$ cat config.mk
export PLATFORM = sky130hd
export DESIGN_NAME = tx_ring_controller
export DESIGN_NICKNAME = d
export VERILOG_FILES = /design/src/rtl/tx_ring_controller.sv
export SDC_FILE = /design/constraint.sdc
export NUM_CORES = 1
export LEC_CHECK = 0
export BUFFER_PORTS_ARGS = -buffer_cell sky130_fd_sc_hd__buf_2
export CORE_MARGIN = 2
export CORE_UTILIZATION = 54
export DETAILED_ROUTE_END_ITERATION = 10
export GPL_ROUTABILITY_DRIVEN = 0
export PLACE_DENSITY = 0.82
export SLEW_MARGIN = 10
export SYNTH_ARGS = -nofsm -noshare
export SYNTH_HDL_FRONTEND = slang
export SYNTH_SLANG_ARGS = --single-unit
export TNS_END_PERCENT = 50
$ cat constraint.sdc
create_clock -name clk -period 4.4 [get_ports clk]
set_clock_uncertainty 0.15 [all_clocks]
set_input_delay 0.44 -clock clk [delete_from_list [all_inputs] [get_ports clk]]
set_output_delay 0.44 -clock clk [all_outputs]
set_load 0.1 [all_outputs]
$ cat src/rtl/tx_ring_controller.sv
// Ring-buffer transmit sequencer: fills NUM_BUF word buffers, shifts them out bit by bit.
// Optional word-count limit (tx_len/tx_done) enabled with `define TXC_BYTE_LIMIT_EN.
module tx_ring_controller #(
  parameter int DATA_W  = 8,
  parameter int NUM_BUF = 2,
  parameter int PTR_W   = $clog2(NUM_BUF),
  parameter int CNT_W   = $clog2(DATA_W + 1)
) (
  input  logic               clk,
  input  logic               rst,
  input  logic               cstx,
  input  logic               src_valid,
  output logic               src_ready,
  input  logic               bit_tick,
  input  logic               ack_valid,
  input  logic               data_ack,
`ifdef TXC_BYTE_LIMIT_EN
  input  logic [15:0]        tx_len,
  output logic               tx_done,
`endif
  output logic [NUM_BUF-1:0] load_buf,
  output logic [NUM_BUF-1:0] shift_buf,
  output logic [PTR_W-1:0]   sel_buf,
  output logic [CNT_W-1:0]   bit_cnt,
  output logic               valid_data,
  output logic               byte_done,
  output logic               busy,
  output logic               nack_err
);

  localparam int OCC_W = PTR_W + 1;
  localparam logic [OCC_W-1:0] OCC_FULL = OCC_W'(NUM_BUF);
  localparam logic [CNT_W-1:0] CNT_MAX  = CNT_W'(DATA_W);

  typedef enum logic [2:0] {
    S_IDLE,
    S_PRELOAD,
    S_SHIFT,
    S_WAIT,
    S_STOP
  } state_t;

  state_t           state_q, state_d;
  logic [PTR_W-1:0] wr_ptr_q, wr_ptr_d;
  logic [PTR_W-1:0] rd_ptr_q, rd_ptr_d;
  logic [OCC_W-1:0] occ_q, occ_d, occ_nxt;
  logic [CNT_W-1:0] cnt_q, cnt_d;
  logic             valid_q, valid_d;
  logic             nack_q, nack_d;

  logic en, fill_st, load, shift, ack, rel;
  logic lim_ok;

`ifdef TXC_BYTE_LIMIT_EN
  logic [15:0] len_q, len_d;
  logic [15:0] done_q, done_d;
  logic [15:0] acc_q, acc_d;
  logic        tx_done_c;
`endif

  // Strobes are suppressed whenever the transfer is being torn down.
  assign en      = cstx & ~rst;
  assign fill_st = (state_q == S_PRELOAD) |
                   (state_q == S_SHIFT) |
                   (state_q == S_WAIT);

`ifdef TXC_BYTE_LIMIT_EN
  assign lim_ok  = (acc_q != len_q);
  assign tx_done = tx_done_c & en;
`else
  assign lim_ok  = 1'b1;
`endif

  assign src_ready = en & fill_st & (occ_q != OCC_FULL) & lim_ok;
  assign load      = src_valid & src_ready;
  assign shift     = en & (state_q == S_SHIFT) & bit_tick;
  assign ack       = en & (state_q == S_WAIT) & ack_valid;
  assign rel       = ack & data_ack;
  assign occ_nxt   = occ_q + OCC_W'(load) - OCC_W'(rel);

  assign load_buf   = load ? (NUM_BUF'(1) << wr_ptr_q) : '0;
  assign shift_buf  = shift ? (NUM_BUF'(1) << rd_ptr_q) : '0;
  assign sel_buf    = rd_ptr_q;
  assign bit_cnt    = cnt_q;
  assign valid_data = valid_q;
  assign byte_done  = rel;
  assign busy       = (state_q != S_IDLE);
  assign nack_err   = nack_q;

  always_comb begin
    state_d  = state_q;
    wr_ptr_d = wr_ptr_q;
    rd_ptr_d = rd_ptr_q;
    occ_d    = occ_nxt;
    cnt_d    = cnt_q;
    valid_d  = valid_q;
    nack_d   = nack_q;
`ifdef TXC_BYTE_LIMIT_EN
    len_d     = len_q;
    done_d    = done_q;
    acc_d     = acc_q;
    tx_done_c = 1'b0;
    if (load) acc_d = acc_q + 16'd1;
`endif
    if (load) wr_ptr_d = wr_ptr_q + PTR_W'(1);
    if (rel)  rd_ptr_d = rd_ptr_q + PTR_W'(1);

    unique case (state_q)
      S_IDLE: begin
        if (cstx) begin
          state_d = S_PRELOAD;
          nack_d  = 1'b0;
`ifdef TXC_BYTE_LIMIT_EN
          len_d  = tx_len;
          done_d = '0;
          acc_d  = '0;
`endif
        end
      end
      S_PRELOAD: begin
`ifdef TXC_BYTE_LIMIT_EN
        if (len_q == 16'd0) begin
          state_d   = S_STOP;
          tx_done_c = 1'b1;
        end else
`endif
        if (occ_nxt != '0) begin
          state_d = S_SHIFT;
          cnt_d   = CNT_MAX;
          valid_d = 1'b1;
        end
      end
      S_SHIFT: begin
        if (shift) begin
          cnt_d = cnt_q - CNT_W'(1);
          if (cnt_q == CNT_W'(1)) begin
            state_d = S_WAIT;
            valid_d = 1'b0;
          end
        end
      end
      S_WAIT: begin
        if (ack) begin
          if (data_ack) begin
`ifdef TXC_BYTE_LIMIT_EN
            done_d = done_q + 16'd1;
            if (done_q + 16'd1 == len_q) begin
              state_d   = S_STOP;
              tx_done_c = 1'b1;
            end else
`endif
            if (occ_nxt != '0) begin
              state_d = S_SHIFT;
              cnt_d   = CNT_MAX;
              valid_d = 1'b1;
            end else begin
              state_d = S_PRELOAD;
            end
          end else begin
            state_d = S_STOP;
            nack_d  = 1'b1;
          end
        end
      end
      S_STOP: begin
        state_d = S_STOP;
      end
      default: state_d = S_IDLE;
    endcase

    // Dropping cstx tears the transfer down but keeps the NACK record.
    if (!cstx) begin
      state_d  = S_IDLE;
      wr_ptr_d = '0;
      rd_ptr_d = '0;
      occ_d    = '0;
      cnt_d    = '0;
      valid_d  = 1'b0;
    end
  end

  always_ff @(posedge clk) begin
    if (rst) begin
      state_q  <= S_IDLE;
      wr_ptr_q <= '0;
      rd_ptr_q <= '0;
      occ_q    <= '0;
      cnt_q    <= '0;
      valid_q  <= 1'b0;
      nack_q   <= 1'b0;
`ifdef TXC_BYTE_LIMIT_EN
      len_q    <= '0;
      done_q   <= '0;
      acc_q    <= '0;
`endif
    end else begin
      state_q  <= state_d;
      wr_ptr_q <= wr_ptr_d;
      rd_ptr_q <= rd_ptr_d;
      occ_q    <= occ_d;
      cnt_q    <= cnt_d;
      valid_q  <= valid_d;
      nack_q   <= nack_d;
`ifdef TXC_BYTE_LIMIT_EN
      len_q    <= len_d;
      done_q   <= done_d;
      acc_q    <= acc_d;
`endif
    end
  end

endmodule

==> flow_summary.ini, run 1 <==
[floorplan]
rows = 13
start_util_pct = 59.5
die_area_um2 = 1790
core-area_um2 = 1330
die_w_um = 42.3
fp.dieH_um = 42.3
io_pins = 21

[layout]
final_area_um2 = 922
fill_cells = 117
final_util_pct = 69.1
antenna_cells = 0
final_net_count = 127
final_layout_size_suffix_gt1_share_pct = 24.3
finalNonFillerCells = 130
area_growth_pct = 16.2
most-common-layout-cells = buf_2, dfxtp_1, nor2_1
final_common_cell = buf_2

[clock_tree]
cts_tree = yes
clkTransAtPathRegs_ns = 0.09
numCtsBuffers = 3
cts-root-buf = clkbuf_4
cts_max_level = 1
clock_sinks = 13
cts_setup_buffers = 0
clkLatencyLatePin_ns = 0.28
clk_path_buf_depth = 2
ctsResizeCount = 0
ctsHoldBuffers = 0

[synth]
synth_cell_types = 37
synthArstFlopShare_pct = 0
seq_area_frac_synth_pct = 32.8
synth_mux_area_share_pct = 1.26
synthCells = 95
syn_nets = 106
synth_edf_count = 0
synth_seq_cells = 13
ys_top_cells_by_area = dfxtp_1, ha_1, nor3_1
synth_compound_area_share_pct = 19.2
yosys.area_share.simple_pct = 29.0
synth_top_area_share_pct = 32.8
synth_area_per_cell_um2 = 8.35
synth_top_cell_by_area = dfxtp_1
synthXorXnorAreaFrac_pct = 5.36
synth-adder-area-share_pct = 6.31
netlist_area_um2 = 793
synth_top_family_by_area = simple AND/OR/NAND/NOR gates
ys_warn_count = 0
synth_ff_type = dfxtp_1

[power]
p_sw_share_pct = 35.0
ir_drop_uv = 188
p_clk_share_pct = 28.9
p_per_area_nw_per_um2 = 289
p_int_w = 0.000174
pwr-share-comb_pct = 24.1
p_sw_w = 0.0000933
leakage_nw = 0.403
seqPwrFrac_pct = 47.0

[global_route]
grt_pass1_wl_um = 2780
grt_pass1_vias = 689
grt_remaining_overflow = 0
antenna_found_initial = 0
grt_max_degree = 15
track_usage_pct = 20.5

[worst_setup_path]
r2r_cells = 9
required_ns = 4.38
critPathKind = flip-flop to flip-flop
crit_path_start_kind = flip-flop
critPathCaptureType = flip-flop
crit_fanout = 12
arrival_ns = 2.82

[sta]
worst_slew_pin_slew_ns = 0.591
drv_slew = 0
relSlewSlack_pct = 60.2
fin_crit_sh_pct = 64.5
period_needed_ns = 2.84
setup_viol = 0
rsz0062_at_grt = no
setup_tns_ns = 0
fmax_mhz = 352
final_hold_viol_count = 0

[route]
drt_iter0_drc = 29
viasPerCell = 6.05
dr.pass1.iters = 4
wl_per_cell_um = 13.5
wl_um = 1750
drc = 0
ant_nets = 0
vias = 786

[flow_run]
maxCapViolations = 0

[placed_design]
io_buffers = 20
dpl.hpwl_um = 1310
placed_area_um2 = 896
dp.cells = 126

[run_status]
status = complete, no violations

[min_path]
hp-class = primary input to flip-flop
min_path_cells = 2
[power by group through the flow]
stage	Sequential [W]	Clock [W]	Combinational (W)
6_report	0.000125	0.0000772	0.0000642
5_1_grt	0.000126	0.0000830	0.0000684
4_1_cts	0.000125	0.0000787	0.0000639
3_5_place_dp	0.000128	0	0.0000635
3_3_place_gp	0.000128	0	0.0000628
2_1_floorplan	0.000130	0	0.0000506
[synthesized netlist by cell type, drive strengths merged, types with 2 or more instances]
cell     n
dfxtp   13
nor2    10
nor3     9
inv      7
nand2    6
o21ai    5
ha       4
a211oi   3
a21oi    3
and2     3
buf      3
nor2b    2
nor4b    2
o21a     2
xnor2    2
[path summary, 6_finish.rpt]
kind | start | slack (ns) | to
min reg2reg | valid_data | 0.34 | valid_data
max reg2reg | state_q[2] | 1.56 | bit_cnt[2]
min | rst | 0.18 | nack_err
max | state_q[2] | 1.56 | bit_cnt[2]
[final cells by class]
| type | count | area, um2 | area share (%) |
|---|---|---|---|
| clock buffer | 4 | 26.3 | 2.85 |
| sequential | 13 | 260 | 28.2 |
| timing repair buffer | 20 | 100 | 10.9 |
| inverter | 7 | 26.3 | 2.85 |
| multi-input combinational | 71 | 490 | 53.2 |
| tap | 15 | 18.8 | 2.04 |
[routing by layer]
metal / up-vias / GRT usage (%) / wire, um
met5: - / 0 / 0
met3: 8 / 4.31 / 117
met2: 33 / 30.2 / 771
li1: 386 / - / -
met4: 0 / 15.0 / 63
met1: 359 / 26.2 / 801
[worst max-delay path, stage by stage (launching register included)]
cell and delay, ns:
dfxtp_1 0.44, o21ba_2 0.30, nand4b_1 0.19, ha_1 0.34, inv_1 0.04, ha_1 0.17, xor3_2 0.24, nor2_1 0.08
o31ai_1 0.54, a311oi_1 0.20
[logic make-up (layout without fill, tap and decap cells)]
logic type / count (synthesis) / in the layout
DFF: 13 / 13
xor gates and xnor gates: 3 / 3
adders and majority gates: 4 / 4
AOI/OAI and AO/OA: 21 / 21
muxes: 1 / 1
and+or+nand+nor: 42 / 42
buffers and inverters: 11 / 31
[state kept, by name (all words and copies together) (netlist names)]
register    cells
nack_err        1
bit_cnt         4
state_q         3
wr_ptr_q        1
valid_data      1
sel_buf         1
occ_q           2
[through the flow]
stage | hold WS, ns | setup WS, ns | total power, W
after detailed placement | 0.325 | 1.34 | 0.000192
after CTS | 0.178 | 1.61 | 0.000268
after global routing | 0.179 | 1.43 | 0.000277
final | 0.182 | 1.56 | 0.000267
after floorplan | 0.363 | 0.0207 | 0.000180
after global placement | 0.328 | 1.52 | 0.000191
(Power assumes the default switching activity.)
==> run 2: changes to the inputs <==
--- a/config.mk
+++ b/config.mk
@@ -7,10 +7,10 @@
 export LEC_CHECK = 0
 export BUFFER_PORTS_ARGS = -buffer_cell sky130_fd_sc_hd__buf_2
 export CORE_MARGIN = 2
-export CORE_UTILIZATION = 54
+export CORE_UTILIZATION = 50
 export DETAILED_ROUTE_END_ITERATION = 10
 export GPL_ROUTABILITY_DRIVEN = 0
-export PLACE_DENSITY = 0.82
+export PLACE_DENSITY = 0.76
 export SLEW_MARGIN = 10
 export SYNTH_ARGS = -nofsm -noshare
 export SYNTH_HDL_FRONTEND = slang
==> constraint.sdc (replaced) <==
create_clock -name clk -period 2.9 [get_ports clk]
set_clock_uncertainty 0.15 [all_clocks]
set_input_delay 0.29 -clock clk [delete_from_list [all_inputs] [get_ports clk]]
set_output_delay 0.29 -clock clk [all_outputs]
set_load 0.1 [all_outputs]
==> run 2 against run 1 <==
- maximum frequency grew 9.3%
- utilization shrank 1.8 points
- highest routed layer unchanged
- power grew 55%
- critical path depth is the same
==> flow_summary.ini, run 2 (synthesis results as in run 1) <==
[layout]
final_layout_size_suffix_gt1_share_pct = 31.7
largest_reg_flops = 4
antenna_cells = 0
seqCellArea_um2 = 260
most-common-layout-cells = buf_2, dfxtp_1, nor2_1
finalNonFillerCells = 136
final_common_cell = buf_2
area_growth_pct = 26.3
multi_input_area_um2 = 532
final_util_pct = 67.3
final_net_count = 132
fill_cells = 140

[sta]
final_hold_viol_count = 0
fmax_mhz = 385
fin_crit_sh_pct = 89.6
holdWs_ns = 0.0388
worst_slack_ns = 0.303
rsz0062_at_grt = no
worst_slew_pin_slew_ns = 0.569
setup_viol = 0
drv_slew = 0
period_needed_ns = 2.60
relSlewSlack_pct = 61.7

[route]
wl_per_cell_um = 12.6
ant_nets = 0
dr.pass1.iters = 4
drc = 0
vias = 768
wl_um = 1710
drt_iter0_drc = 8
viasPerCell = 5.65

[flow_run]
maxCapViolations = 0

[global_route]
grt_max_degree = 14
grt_remaining_overflow = 0
grt_pass1_wl_um = 3020
grt_pass1_vias = 717
track_usage_pct = 21.4
antenna_found_initial = 0

[worst_setup_path]
critPathCaptureType = flip-flop
required_ns = 2.94
crit_path_start_kind = flip-flop
reg2reg_slack_ns = 0.30
crit_fanout = 5
critPathKind = flip-flop to flip-flop
arrival_ns = 2.64

[placed_design]
dp.cells = 132
io_buffers = 20
dpl.hpwl_um = 1370
place_ws_ns = 0.159

[clock_tree]
ctsResizeCount = 0
clock_sinks = 13
cts_tree = yes
cts-root-buf = clkbuf_4
clkTransAtPathRegs_ns = 0.09
numCtsBuffers = 3
ctsHoldBuffers = 0
cts_max_level = 1
cts_setup_buffers = 0
clk_path_buf_depth = 2
clkLatencyLatePin_ns = 0.27

[floorplan]
die_area_um2 = 1920
rows = 14
io_pins = 21
start_util_pct = 53.3
core-area_um2 = 1490
fp.dieH_um = 43.8
die_w_um = 43.8

[min_path]
hp-class = primary input to flip-flop

[power]
p_per_area_nw_per_um2 = 413
ir_drop_uv = 229
leakage_nw = 0.434

[run_status]
status = complete, no violations
==> run 2: final cells by class <==
type,instances,share of cell area [%]
clock buffer,4,2.62
inverter,7,2.62
multi-input combinational,71,53.1
sequential,13,26.0
tap,16,2.00
timing repair buffer,25,13.7
==> run 2: layer usage <==
| metal | vias to the layer above | track usage (%) | routed length, um |
|---|---|---|---|
| met5 | - | 0 | 0 |
| met4 | 0 | 9.09 | 15 |
| met3 | 2 | 3.75 | 67 |
| met2 | 20 | 35.6 | 838 |
| met1 | 354 | 27.2 | 792 |
| li1 | 392 | - | - |
==> run 2: worst paths after layout <==
kind / start / to / depth (start not counted)
max: state_q[0] / state_q[1] / 9
min: rst / nack_err / 2
max reg2reg: state_q[0] / state_q[1] / 9
min reg2reg: valid_data / valid_data / 2
==> run 2: report_power, final <==
part / switching, W / internal (W)
registers: 0.00000502 / 0.000183
logic: 0.0000770 / 0.0000343
clock network: 0.0000617 / 0.0000532
==> run 2: through the flow <==
stage               area [um2]  power [W]  TNS, ns
finish                    1000   0.000414        0
global route              1000   0.000437        0
CTS                       1000   0.000416        0
detailed placement         976   0.000303        0
global placement           976   0.000302        0
floorplan                  850   0.000282    -2.01
==> run 2: critical path, stage by stage (launching register included) <==
cell and delay [ns]:
dfxtp_1 0.42, o21ba_2 0.18, nand4b_1 0.20, ha_1 0.35, inv_1 0.04, ha_2 0.16
xor3_2 0.35, nor2_4 0.06, a221o_1 0.33, o41ai_2 0.26
==> run 3: changes to the inputs <==
--- a/config.mk
+++ b/config.mk
@@ -6,11 +6,11 @@
 export NUM_CORES = 1
 export LEC_CHECK = 0
 export BUFFER_PORTS_ARGS = -buffer_cell sky130_fd_sc_hd__buf_2
-export CORE_MARGIN = 2
+export CORE_MARGIN = 1
 export CORE_UTILIZATION = 50
 export DETAILED_ROUTE_END_ITERATION = 10
 export GPL_ROUTABILITY_DRIVEN = 0
-export PLACE_DENSITY = 0.76
+export PLACE_DENSITY = 0.77
 export SLEW_MARGIN = 10
 export SYNTH_ARGS = -nofsm -noshare
 export SYNTH_HDL_FRONTEND = slang
==> run 3 against run 2 <==
- non-clock buffer count unchanged
- hold slack got worse by 0.0047 ns
- wire length decreased by 1.3%
- worst setup slack improved by 0.028 ns
- global-route usage decreased by 0.13 points
- highest routed layer unchanged
==> flow_summary.ini, run 3 (synthesis results as in run 1) <==
[run_status]
status = complete, no violations

[worst_setup_path]
required_ns = 2.94
critPathKind = flip-flop to flip-flop
crit_path_start_kind = flip-flop
arrival_ns = 2.61
r2r-start = state_q[0]
critPathCaptureType = flip-flop
crit_fanout = 5
critPathLaunch = state_q[0]

[layout]
final_area_um2 = 1000
largest_reg_flops = 4
final_common_cell = buf_2
antenna_cells = 0
most-common-layout-cells = buf_2, dfxtp_1, nor2_1
area_growth_pct = 26.3
final_layout_size_suffix_gt1_share_pct = 31.7
final_net_count = 132
finalNonFillerCells = 136

[route]
vias = 759
drt_iter0_drc = 15
drc = 0
dr.pass1.iters = 3
ant_nets = 0
wl_per_cell_um = 12.4
viasPerCell = 5.58
wl_um = 1690

[placed_design]
placed_area_um2 = 976
place_ws_ns = 0.165
dp.cells = 132
io_buffers = 20
dpl.hpwl_um = 1300

[sta]
fin_crit_sh_pct = 88.6
setup_tns_ns = 0
drv_slew = 0
relSlewSlack_pct = 59.3
period_needed_ns = 2.57
final_hold_viol_count = 0
worst_slew_pin_slew_ns = 0.604
rsz0062_at_grt = no
fmax_mhz = 389
setup_viol = 0
worst_slack_ns = 0.331

[floorplan]
start_util_pct = 53.3
io_pins = 21
die_w_um = 41.8
core-area_um2 = 1490
fp.dieH_um = 41.8
rows = 14
die_area_um2 = 1750

[power]
p_per_area_nw_per_um2 = 414
ir_drop_uv = 269
p_total_w = 0.000415
leakage_nw = 0.434

[clock_tree]
cts_max_level = 1
cts-root-buf = clkbuf_4
cts_tree = yes
numCtsBuffers = 3
ctsHoldBuffers = 0
cts_setup_buffers = 0
ctsResizeCount = 0
clock_sinks = 13
clkLatencyLatePin_ns = 0.27
clk_path_buf_depth = 2
clkTransAtPathRegs_ns = 0.09

[global_route]
grt_pass1_wl_um = 2880
antenna_found_initial = 0
grt_max_degree = 14
track_usage_pct = 21.3
grt_remaining_overflow = 0
grt_pass1_vias = 728

[min_path]
min_from = rst
hp-class = primary input to flip-flop

[flow_run]
maxCapViolations = 0
==> run 3: cell counts in the layout (fill, tap and decap cells not counted) <==
No cell type changed its count.
==> run 3: worst paths after layout <==
kind                end  slack [ns]  cells past startpoint
max reg2reg  state_q[1]        0.33                      9
min            nack_err        0.03                      2
max          state_q[1]        0.33                      9
min reg2reg  valid_data        0.36                      2
==> run 3: worst max-delay path, cell delays in order, from the launching register on <==
cell      delay (ns)
dfxtp_1         0.41
o21ba_2         0.18
nand4b_1        0.18
ha_1            0.34
inv_1           0.04
ha_2            0.16
xor3_2          0.36
nor2_4          0.07
a221o_1         0.34
o41ai_2         0.26
==> run 3: layer usage <==
metal,GRT usage [%],share of wire [%]
met5,0,0
met4,11.0,1.4
met3,5.22,3.4
met2,35.9,48
met1,24.8,47
==> run 3: per-stage QoR <==
stage	hold slack (ns)	utilization, %
CTS	0.0288	67.3
global placement	0.309	65.5
finish	0.0341	67.3
global route	0.0255	67.3
detailed placement	0.326	65.5
floorplan	0.213	-
==> run 3: report_power, final <==
group | internal [W] | leakage [nW] | switching [W]
logic | 0.0000343 | 0.314 | 0.0000776
registers | 0.000183 | 0.105 | 0.00000480
clock network | 0.0000533 | 0.0150 | 0.0000621
total | 0.000270 | 0.434 | 0.000145
==> run 3: layout make-up <==
| cell class | instances | area (um2) |
|---|---|---|
| Sequential cell | 13 | 260 |
| Fill cell | 117 | 487 |
| Tap cell | 16 | 20.0 |
| Inverter | 7 | 26.3 |
| Multi-Input combinational cell | 71 | 532 |
| Clock buffer | 4 | 26.3 |
| Timing Repair Buffer | 25 | 138 |
